--- src/rtl/fir_pkg.sv ---
// -----------------------------------------------------------------------------
// fir_pkg
// Shared definitions for the parametrised FIR filter family.
//   clog2     : ceiling log2 usable in constant expressions
//   prod_w    : product width for a DW x CW multiply
//   acc_w     : accumulator width that cannot overflow for TAPS products
//   LATENCY   : fixed sample-to-output latency in clock edges
//   FIR_PW / FIR_AW / acc_t : widths and accumulator type for the default
//                             13-bit, 8-tap configuration
// -----------------------------------------------------------------------------
package fir_pkg;

  localparam int LATENCY = 3;

  function automatic int clog2(input int n);
    int r;
    int v;
    r = 0;
    v = 1;
    while (v < n) begin
      v = v * 2;
      r = r + 1;
    end
    return r;
  endfunction

  function automatic int prod_w(input int dw, input int cw);
    return dw + cw;
  endfunction

  // Sum of TAPS products of width PW grows by at most clog2(TAPS) bits.
  function automatic int acc_w(input int dw, input int cw, input int taps);
    return dw + cw + clog2(taps);
  endfunction

  localparam int FIR_DEF_TAPS = 8;
  localparam int FIR_DEF_DW   = 13;
  localparam int FIR_DEF_CW   = 13;
  localparam int FIR_PW       = prod_w(FIR_DEF_DW, FIR_DEF_CW);
  localparam int FIR_AW       = acc_w(FIR_DEF_DW, FIR_DEF_CW, FIR_DEF_TAPS);

  typedef logic signed [FIR_AW-1:0] acc_t;

endpackage

--- src/rtl/fir_round_sat.sv ---
// -----------------------------------------------------------------------------
// fir_round_sat
// Combinational requantiser: round-half-up arithmetic right shift by FRAC,
// then saturate to a signed OW-bit result.
//   acc  in  AW  signed full-precision sum
//   dout out OW  signed rounded/saturated value
//   ovf  out 1   saturation was applied
// -----------------------------------------------------------------------------
module fir_round_sat
  import fir_pkg::*;
#(
  parameter int AW   = 29,
  parameter int OW   = 13,
  parameter int FRAC = 12
) (
  input  logic signed [AW-1:0] acc,
  output logic signed [OW-1:0] dout,
  output logic                 ovf
);

  // One guard bit above AW absorbs the rounding carry; the extra width over
  // OW keeps the saturation limits representable for any OW.
  localparam int XW = (AW + 1 > OW + 1) ? AW + 1 : OW + 1;
  localparam logic signed [XW-1:0] HALF = XW'(1) <<< (FRAC - 1);
  localparam logic signed [XW-1:0] MAXV = (XW'(1) <<< (OW - 1)) - XW'(1);
  localparam logic signed [XW-1:0] MINV = -(XW'(1) <<< (OW - 1));

  logic signed [XW-1:0] acc_x;
  logic signed [XW-1:0] r;

  always_comb begin
    acc_x = XW'(acc);
    r     = (acc_x + HALF) >>> FRAC;
    if (r > MAXV) begin
      dout = MAXV[OW-1:0];
      ovf  = 1'b1;
    end else if (r < MINV) begin
      dout = MINV[OW-1:0];
      ovf  = 1'b1;
    end else begin
      dout = r[OW-1:0];
      ovf  = 1'b0;
    end
  end

endmodule

--- src/rtl/fir_param.sv ---
// -----------------------------------------------------------------------------
// fir_param
// Parametrised direct-form FIR filter with register-loaded coefficients and a
// fixed three-stage pipeline (multiply, sum, requantise).
//   CLK        in  1      clock, all state on rising edge
//   RST_n      in  1      asynchronous active-low reset, clears everything
//   VIN        in  1      input sample valid; advances the delay line
//   DIN        in  DW     signed input sample
//   FLUSH      in  1      clears delay line and valid pipeline, drops VIN
//   COEF_WE    in  1      coefficient write enable
//   COEF_ADDR  in  clog2  coefficient index, 0 = newest sample tap
//   COEF_DATA  in  CW     signed coefficient
//   DOUT       out OW     signed filtered output, held while VOUT=0
//   VOUT       out 1      output valid, three edges after the sample edge
//   OVF        out 1      saturation on this output (qualified by VOUT)
// -----------------------------------------------------------------------------
module fir_param
  import fir_pkg::*;
#(
  parameter int TAPS = 8,
  parameter int DW   = 13,
  parameter int CW   = 13,
  parameter int OW   = 13,
  parameter int FRAC = 12,
  localparam int ADDR_W = (clog2(TAPS) < 1) ? 1 : clog2(TAPS)
) (
  input  logic                 CLK,
  input  logic                 RST_n,
  input  logic                 VIN,
  input  logic signed [DW-1:0] DIN,
  input  logic                 FLUSH,
  input  logic                 COEF_WE,
  input  logic [ADDR_W-1:0]    COEF_ADDR,
  input  logic signed [CW-1:0] COEF_DATA,
  output logic signed [OW-1:0] DOUT,
  output logic                 VOUT,
  output logic                 OVF
);

  localparam int PW = prod_w(DW, CW);
  localparam int AW = acc_w(DW, CW, TAPS);

  logic signed [DW-1:0] x_q [TAPS];
  logic signed [DW-1:0] x_d [TAPS];
  logic signed [CW-1:0] h_q [TAPS];
  logic signed [CW-1:0] h_d [TAPS];
  logic signed [PW-1:0] p_q [TAPS];
  logic signed [PW-1:0] p_d [TAPS];
  logic signed [AW-1:0] acc_q, acc_d;
  // vld_q[0]: sample in delay line, [1]: products valid, [2]: sum valid
  logic [LATENCY-1:0]   vld_q, vld_d;
  logic                 vout_q, vout_d;
  logic signed [OW-1:0] dout_q, dout_d;
  logic                 ovf_q, ovf_d;

  logic signed [OW-1:0] rs_dout;
  logic                 rs_ovf;

  // Delay line: FLUSH has priority so a coincident sample is dropped.
  always_comb begin
    x_d = x_q;
    if (FLUSH) begin
      for (int i = 0; i < TAPS; i++) x_d[i] = '0;
    end else if (VIN) begin
      x_d[0] = DIN;
      for (int i = 1; i < TAPS; i++) x_d[i] = x_q[i-1];
    end
  end

  // Address decode by comparison so indices >= TAPS simply match nothing.
  always_comb begin
    h_d = h_q;
    for (int i = 0; i < TAPS; i++) begin
      if (COEF_WE && (COEF_ADDR == ADDR_W'(i))) h_d[i] = COEF_DATA;
    end
  end

  // S1: per-tap products from the delay line and coefficients as they stand
  // after the sample edge, so a write on the sample edge is already visible.
  generate
    for (genvar gi = 0; gi < TAPS; gi++) begin : g_tap
      always_comb begin
        p_d[gi] = PW'(x_q[gi]) * PW'(h_q[gi]);
      end
    end
  endgenerate

  // S2: full-precision sum.
  always_comb begin
    acc_d = '0;
    for (int i = 0; i < TAPS; i++) acc_d = acc_d + AW'(p_q[i]);
  end

  fir_round_sat #(
    .AW   (AW),
    .OW   (OW),
    .FRAC (FRAC)
  ) u_round_sat (
    .acc  (acc_q),
    .dout (rs_dout),
    .ovf  (rs_ovf)
  );

  // Valid pipeline never stalls; FLUSH discards everything in flight while
  // DOUT/OVF keep their previous values.
  always_comb begin
    vld_d  = FLUSH ? '0 : {vld_q[LATENCY-2:0], VIN};
    vout_d = FLUSH ? 1'b0 : vld_q[LATENCY-1];
    dout_d = dout_q;
    ovf_d  = ovf_q;
    if (!FLUSH && vld_q[LATENCY-1]) begin
      dout_d = rs_dout;
      ovf_d  = rs_ovf;
    end
  end

  always_ff @(posedge CLK or negedge RST_n) begin
    if (!RST_n) begin
      for (int i = 0; i < TAPS; i++) begin
        x_q[i] <= '0;
        h_q[i] <= '0;
        p_q[i] <= '0;
      end
      acc_q  <= '0;
      vld_q  <= '0;
      vout_q <= 1'b0;
      dout_q <= '0;
      ovf_q  <= 1'b0;
    end else begin
      x_q    <= x_d;
      h_q    <= h_d;
      p_q    <= p_d;
      acc_q  <= acc_d;
      vld_q  <= vld_d;
      vout_q <= vout_d;
      dout_q <= dout_d;
      ovf_q  <= ovf_d;
    end
  end

  assign DOUT = dout_q;
  assign VOUT = vout_q;
  assign OVF  = ovf_q;

endmodule

--- config.mk ---
export PLATFORM = sky130hd
export DESIGN_NAME = fir_param
export DESIGN_NICKNAME = d
export VERILOG_FILES = /design/src/rtl/fir_pkg.sv /design/src/rtl/fir_round_sat.sv /design/src/rtl/fir_param.sv
export SDC_FILE = /design/constraint.sdc
export NUM_CORES = 2
export LEC_CHECK = 0
export CAP_MARGIN = 10
export CORE_MARGIN = 10
export CORE_UTILIZATION = 50
export CTS_CLUSTER_SIZE = 10
export DETAILED_ROUTE_END_ITERATION = 10
export PLACE_DENSITY = 0.65
export SYNTH_ARGS = -nofsm -noshare
export SYNTH_HDL_FRONTEND = slang
export SYNTH_SLANG_ARGS = --single-unit
export TNS_END_PERCENT = 5
--- constraint.sdc ---
create_clock -name CLK -period 13.75 [get_ports CLK]
set_input_delay 2.75 -clock CLK [delete_from_list [all_inputs] [get_ports CLK]]
set_output_delay 2.75 -clock CLK [all_outputs]
set_load 0.1 [all_outputs]
==> impl_metrics.xml <==
<?xml version="1.0" encoding="UTF-8"?>
<metrics>
  <group name="outcome">
    <metric name="outcome" unit="">complete, no violations</metric>
  </group>
  <group name="worst_setup_path">
    <metric name="setup.worst_path.end_class" unit="">flip-flop</metric>
    <metric name="worst_setup_path_endpoint" unit="">p_q[103]</metric>
    <metric name="setup.reg_to_reg.worst_slack" unit="ns">7.22</metric>
    <metric name="r2r-end" unit="">p_q[103]</metric>
    <metric name="worstReg2RegStart" unit="">x_q[46]</metric>
    <metric name="arrival" unit="ns">7.10</metric>
    <metric name="timing.critical_path.from" unit="">x_q[46]</metric>
    <metric name="worstSetupPathType" unit="">flip-flop to flip-flop</metric>
    <metric name="crit_fanout" unit="">15</metric>
    <metric name="crit_required" unit="ns">14.32</metric>
    <metric name="worstRegToRegCells" unit="">20</metric>
    <metric name="cp-start-kind" unit="">flip-flop</metric>
  </group>
  <group name="sta">
    <metric name="finalCriticalPeriod" unit="ns">6.53</metric>
    <metric name="achievable-frequency" unit="GHz">0.153</metric>
    <metric name="timing.final.max_slew_violations" unit="">0</metric>
    <metric name="grt_setup_unrepaired" unit="">no</metric>
    <metric name="max_slew.worst_pin.slew" unit="ns">1.19</metric>
    <metric name="tns" unit="ns">0</metric>
    <metric name="timing.final.setup_violations" unit="">0</metric>
    <metric name="timing_hold_violations_final" unit="">0</metric>
    <metric name="slew_headroom" unit="%">20.1</metric>
    <metric name="worst_hold_slack" unit="ns">0.456</metric>
    <metric name="skew" unit="ns">0.0176</metric>
    <metric name="min_period_over_period" unit="%">47.5</metric>
  </group>
  <group name="synth">
    <metric name="synth-xor-area-share" unit="%">2.90</metric>
    <metric name="ys_seq_area_share" unit="%">16.1</metric>
    <metric name="synth_edf_count" unit="">0</metric>
    <metric name="yosysUniqueCellTypes" unit="">72</metric>
    <metric name="combinational_family_with_the_most_area_after_synthesis" unit="">adder cells</metric>
    <metric name="yosys.area_share.simple" unit="%">12.9</metric>
    <metric name="synth-adder-area-share" unit="%">51.5</metric>
    <metric name="netlist_area" unit="mm^2">0.0702</metric>
    <metric name="synth_seq_cells" unit="">452</metric>
    <metric name="average_footprint_of_a_synthesized_cell" unit="um^2">10.0</metric>
    <metric name="synth-async-reset-ratio" unit="%">100</metric>
    <metric name="synth-compound-area-share" unit="%">3.63</metric>
    <metric name="muxShareOfSynthArea" unit="%">3.12</metric>
    <metric name="dominantRegCellSynth" unit="">sky130_fd_sc_hd__dfrtp_1</metric>
    <metric name="mapped_nets" unit="">9047</metric>
    <metric name="synth-warning-count" unit="">0</metric>
    <metric name="post_synth_inst_count" unit="">6995</metric>
  </group>
  <group name="floorplan">
    <metric name="die_w" unit="um">395</metric>
    <metric name="io_pins" unit="">49</metric>
    <metric name="die_span_y" unit="um">395</metric>
    <metric name="core-area" unit="mm^2">0.140</metric>
    <metric name="initial_core_util" unit="%">50.3</metric>
    <metric name="floorplan.rows" unit="">137</metric>
    <metric name="area_enclosed_by_the_die_boundary" unit="mm^2">0.156</metric>
  </group>
  <group name="global_route">
    <metric name="global_route_usage_over_all_layers" unit="%">23.4</metric>
    <metric name="first_global_vias" unit="">50000</metric>
    <metric name="initial_antenna_violation_count" unit="">11</metric>
    <metric name="grt_start_max_net_pins" unit="">99</metric>
    <metric name="grt_overflow" unit="">0</metric>
    <metric name="grt_pass1_wl" unit="um">287000</metric>
  </group>
  <group name="detailed_routing">
    <metric name="post_detailed_route_wirelength_per_cell" unit="um">20.1</metric>
    <metric name="totalWireLength" unit="um">177000</metric>
    <metric name="dr_wl_met2" unit="um">84000</metric>
    <metric name="ant_nets" unit="">0</metric>
    <metric name="drt-vias-per-instance" unit="">5.24</metric>
    <metric name="highest-signal-layer" unit="">met5</metric>
    <metric name="met3_wirelength" unit="um">10400</metric>
    <metric name="drt-met1-wl" unit="um">76000</metric>
    <metric name="drc" unit="">0</metric>
    <metric name="drt_pass1_iterations" unit="">7</metric>
    <metric name="dr.first_iter.drc_count" unit="">2667</metric>
    <metric name="routed-via-count" unit="">46100</metric>
  </group>
  <group name="placement">
    <metric name="placement.io_buffers" unit="">48</metric>
    <metric name="dp.final_hpwl" unit="um">143000</metric>
    <metric name="gp_congestion" unit="">0.922</metric>
  </group>
  <group name="clocking">
    <metric name="postCtsHoldBufs" unit="">0</metric>
    <metric name="clkTransAtPathRegs" unit="ns">0.06</metric>
    <metric name="post_cts.repair.setup_buffers" unit="">0</metric>
    <metric name="ctsResizeCount" unit="">0</metric>
    <metric name="clockRootBuffer" unit="">sky130_fd_sc_hd__clkbuf_16</metric>
    <metric name="max-clock-path-buffers" unit="">3</metric>
    <metric name="clock_sinks" unit="">452</metric>
    <metric name="worstSkewPairLatency" unit="ns">0.66</metric>
    <metric name="cts-htree-levels" unit="">2</metric>
    <metric name="cts_tree" unit="">done</metric>
    <metric name="tritoncts.num_buffers" unit="">57</metric>
  </group>
  <group name="power">
    <metric name="powerDensity" unit="mW/mm^2">154</metric>
    <metric name="power.static_leakage" unit="nW">38.8</metric>
    <metric name="fin_total_pwr" unit="mW">11.4</metric>
    <metric name="ir_drop" unit="V">0.000561</metric>
  </group>
  <group name="final_layout">
    <metric name="layout.cells.most_common" unit="">sky130_fd_sc_hd__inv_1</metric>
    <metric name="layout_common_cells" unit="">1588 x sky130_fd_sc_hd__inv_1, 1453 x sky130_fd_sc_hd__fa_1, 732 x sky130_fd_sc_hd__nand2_1</metric>
    <metric name="fillCellCount" unit="">12500</metric>
    <metric name="post_route_cells_drive_above_1_share" unit="%">3.51</metric>
    <metric name="area_growth" unit="%">5.61</metric>
    <metric name="layout.nets" unit="">8939</metric>
  </group>
  <group name="hold_path">
    <metric name="hold_path.class" unit="">flip-flop to flip-flop</metric>
  </group>
  <group name="run">
    <metric name="max-cap-violations" unit="">0</metric>
  </group>
</metrics>
## worst max-delay path: stages, from the launching register on
cell and delay (ns):
sky130_fd_sc_hd__dfrtp_1 0.67, sky130_fd_sc_hd__and2_1 0.33, sky130_fd_sc_hd__fa_1 0.54, sky130_fd_sc_hd__inv_1 0.05, sky130_fd_sc_hd__fa_1 0.48, sky130_fd_sc_hd__inv_1 0.05
sky130_fd_sc_hd__fa_1 0.49, sky130_fd_sc_hd__inv_1 0.05, sky130_fd_sc_hd__fa_1 0.54, sky130_fd_sc_hd__inv_1 0.05, sky130_fd_sc_hd__fa_1 0.44, sky130_fd_sc_hd__ha_1 0.29
sky130_fd_sc_hd__ha_1 0.26, sky130_fd_sc_hd__o31ai_1 0.52, sky130_fd_sc_hd__a21oi_1 0.17, sky130_fd_sc_hd__nor2_1 0.25, sky130_fd_sc_hd__a2bb2oi_1 0.40, sky130_fd_sc_hd__a211o_1 0.23
sky130_fd_sc_hd__a31oi_1 0.18, sky130_fd_sc_hd__and4_1 0.26, sky130_fd_sc_hd__nor3_1 0.18
## Yosys cell counts (4+ instances only)
library cell / instances / area (um^2)
sky130_fd_sc_hd__nor3b_1: 5 / 37.5
sky130_fd_sc_hd__xor2_1: 39 / 342
sky130_fd_sc_hd__o211ai_1: 7 / 52.6
sky130_fd_sc_hd__inv_1: 1588 / 5960
sky130_fd_sc_hd__nor2_1: 276 / 1040
sky130_fd_sc_hd__clkbuf_1: 230 / 863
sky130_fd_sc_hd__buf_1: 11 / 41.3
sky130_fd_sc_hd__and2_1: 596 / 3730
sky130_fd_sc_hd__a211oi_1: 12 / 90.1
sky130_fd_sc_hd__ha_1: 565 / 7070
sky130_fd_sc_hd__a31oi_1: 10 / 62.6
sky130_fd_sc_hd__nand4_1: 7 / 43.8
sky130_fd_sc_hd__o21ai_0: 93 / 465
sky130_fd_sc_hd__and4_1: 5 / 43.8
sky130_fd_sc_hd__a21oi_1: 108 / 541
sky130_fd_sc_hd__nand2_1: 732 / 2750
sky130_fd_sc_hd__xnor2_1: 193 / 1690
sky130_fd_sc_hd__a21boi_0: 9 / 67.6
sky130_fd_sc_hd__fa_1: 1453 / 29100
sky130_fd_sc_hd__nand3b_1: 4 / 30.0
sky130_fd_sc_hd__nor2b_1: 34 / 213
sky130_fd_sc_hd__mux2_2: 101 / 1140
sky130_fd_sc_hd__o21bai_1: 14 / 105
sky130_fd_sc_hd__o21a_1: 38 / 285
sky130_fd_sc_hd__or2_2: 8 / 50.1
sky130_fd_sc_hd__a211o_1: 9 / 78.8
sky130_fd_sc_hd__nand3_1: 40 / 200
sky130_fd_sc_hd__nor3_1: 51 / 255
sky130_fd_sc_hd__a2111o_1: 4 / 45.0
sky130_fd_sc_hd__a21o_1: 32 / 240
sky130_fd_sc_hd__and3_1: 28 / 175
sky130_fd_sc_hd__or3_1: 14 / 87.6
sky130_fd_sc_hd__o311ai_0: 4 / 35.0
sky130_fd_sc_hd__o31ai_1: 13 / 97.6
sky130_fd_sc_hd__dfrtp_1: 452 / 11300
sky130_fd_sc_hd__nand2b_1: 47 / 294
sky130_fd_sc_hd__mux2i_1: 105 / 1050
sky130_fd_sc_hd__clkinv_1: 4 / 15.0
## area by class of cell
| type | count | area (um^2) | share of cell area, % |
|---|---|---|---|
| diodes | 2 | 5.00 | 0.00675 |
| clock inverters | 11 | 138 | 0.186 |
| flip-flops and latches | 452 | 11300 | 15.3 |
| well taps | 1876 | 2350 | 3.17 |
| clock buffers | 79 | 1660 | 2.24 |
| multi-input cells | 4709 | 52000 | 70.2 |
| repair buffers | 75 | 662 | 0.893 |
| inverters | 1592 | 5980 | 8.06 |
## routing by layer
| layer | GRT usage, % | vias to the layer above |
|---|---|---|
| met4 | 7.25 | 6 |
| met1 | 32.3 | 24100 |
| met3 | 3.56 | 245 |
| li1 | - | 20600 |
| met5 | 0 | - |
| met2 | 38.2 | 1150 |
## per-stage QoR
stage / setup slack [ns] / instances / util [%] / area, um^2
2_1_floorplan: 7.93 / 6995 / - / 70200
3_3_place_gp: 7.40 / 8704 / 51.8 / 72300
3_5_place_dp: 7.32 / 8704 / 51.8 / 72300
4_1_cts: 7.29 / 8794 / 53.1 / 74100
5_1_grt: 6.89 / 8794 / 53.1 / 74100
6_report: 7.22 / 8796 / 53.1 / 74100
## worst min-delay path by stage
stage,slack (ns),startpoint,cells past startpoint,endpoint
floorplan,0.44,vld_q[0],1,vld_q[1]
global placement,0.45,vld_q[0],1,vld_q[1]
detailed placement,0.45,vld_q[1],1,vld_q[2]
CTS,0.46,vld_q[1],1,vld_q[2]
global route,0.50,vld_q[1],1,vld_q[2]
finish,0.46,vld_q[1],1,vld_q[2]
## kinds of logic after synthesis
| family | count (synthesis) |
|---|---|
| AOI/OAI and AO/OA | 393 |
| buffers and inverters | 1834 |
| xor gates and xnor gates | 232 |
| muxes | 206 |
| and+or+nand+nor | 1860 |
| DFF | 452 |
| adders and majority gates | 2018 |
## registers in the layout, summed over array words and instances, names as in the netlist
name	count
DOUT	13
VOUT	1
p_q	208
vld_q	3
h_q	104
acc_q	18
x_q	104
OVF	1
## where the power goes
group	internal, mW	switching, mW	total, mW	leakage, nW
logic	3.31	4.39	7.70	32.2
registers	1.72	0.529	2.25	5.76
clock network	0.883	0.608	1.49	0.892
(Power assumes the default switching activity.)
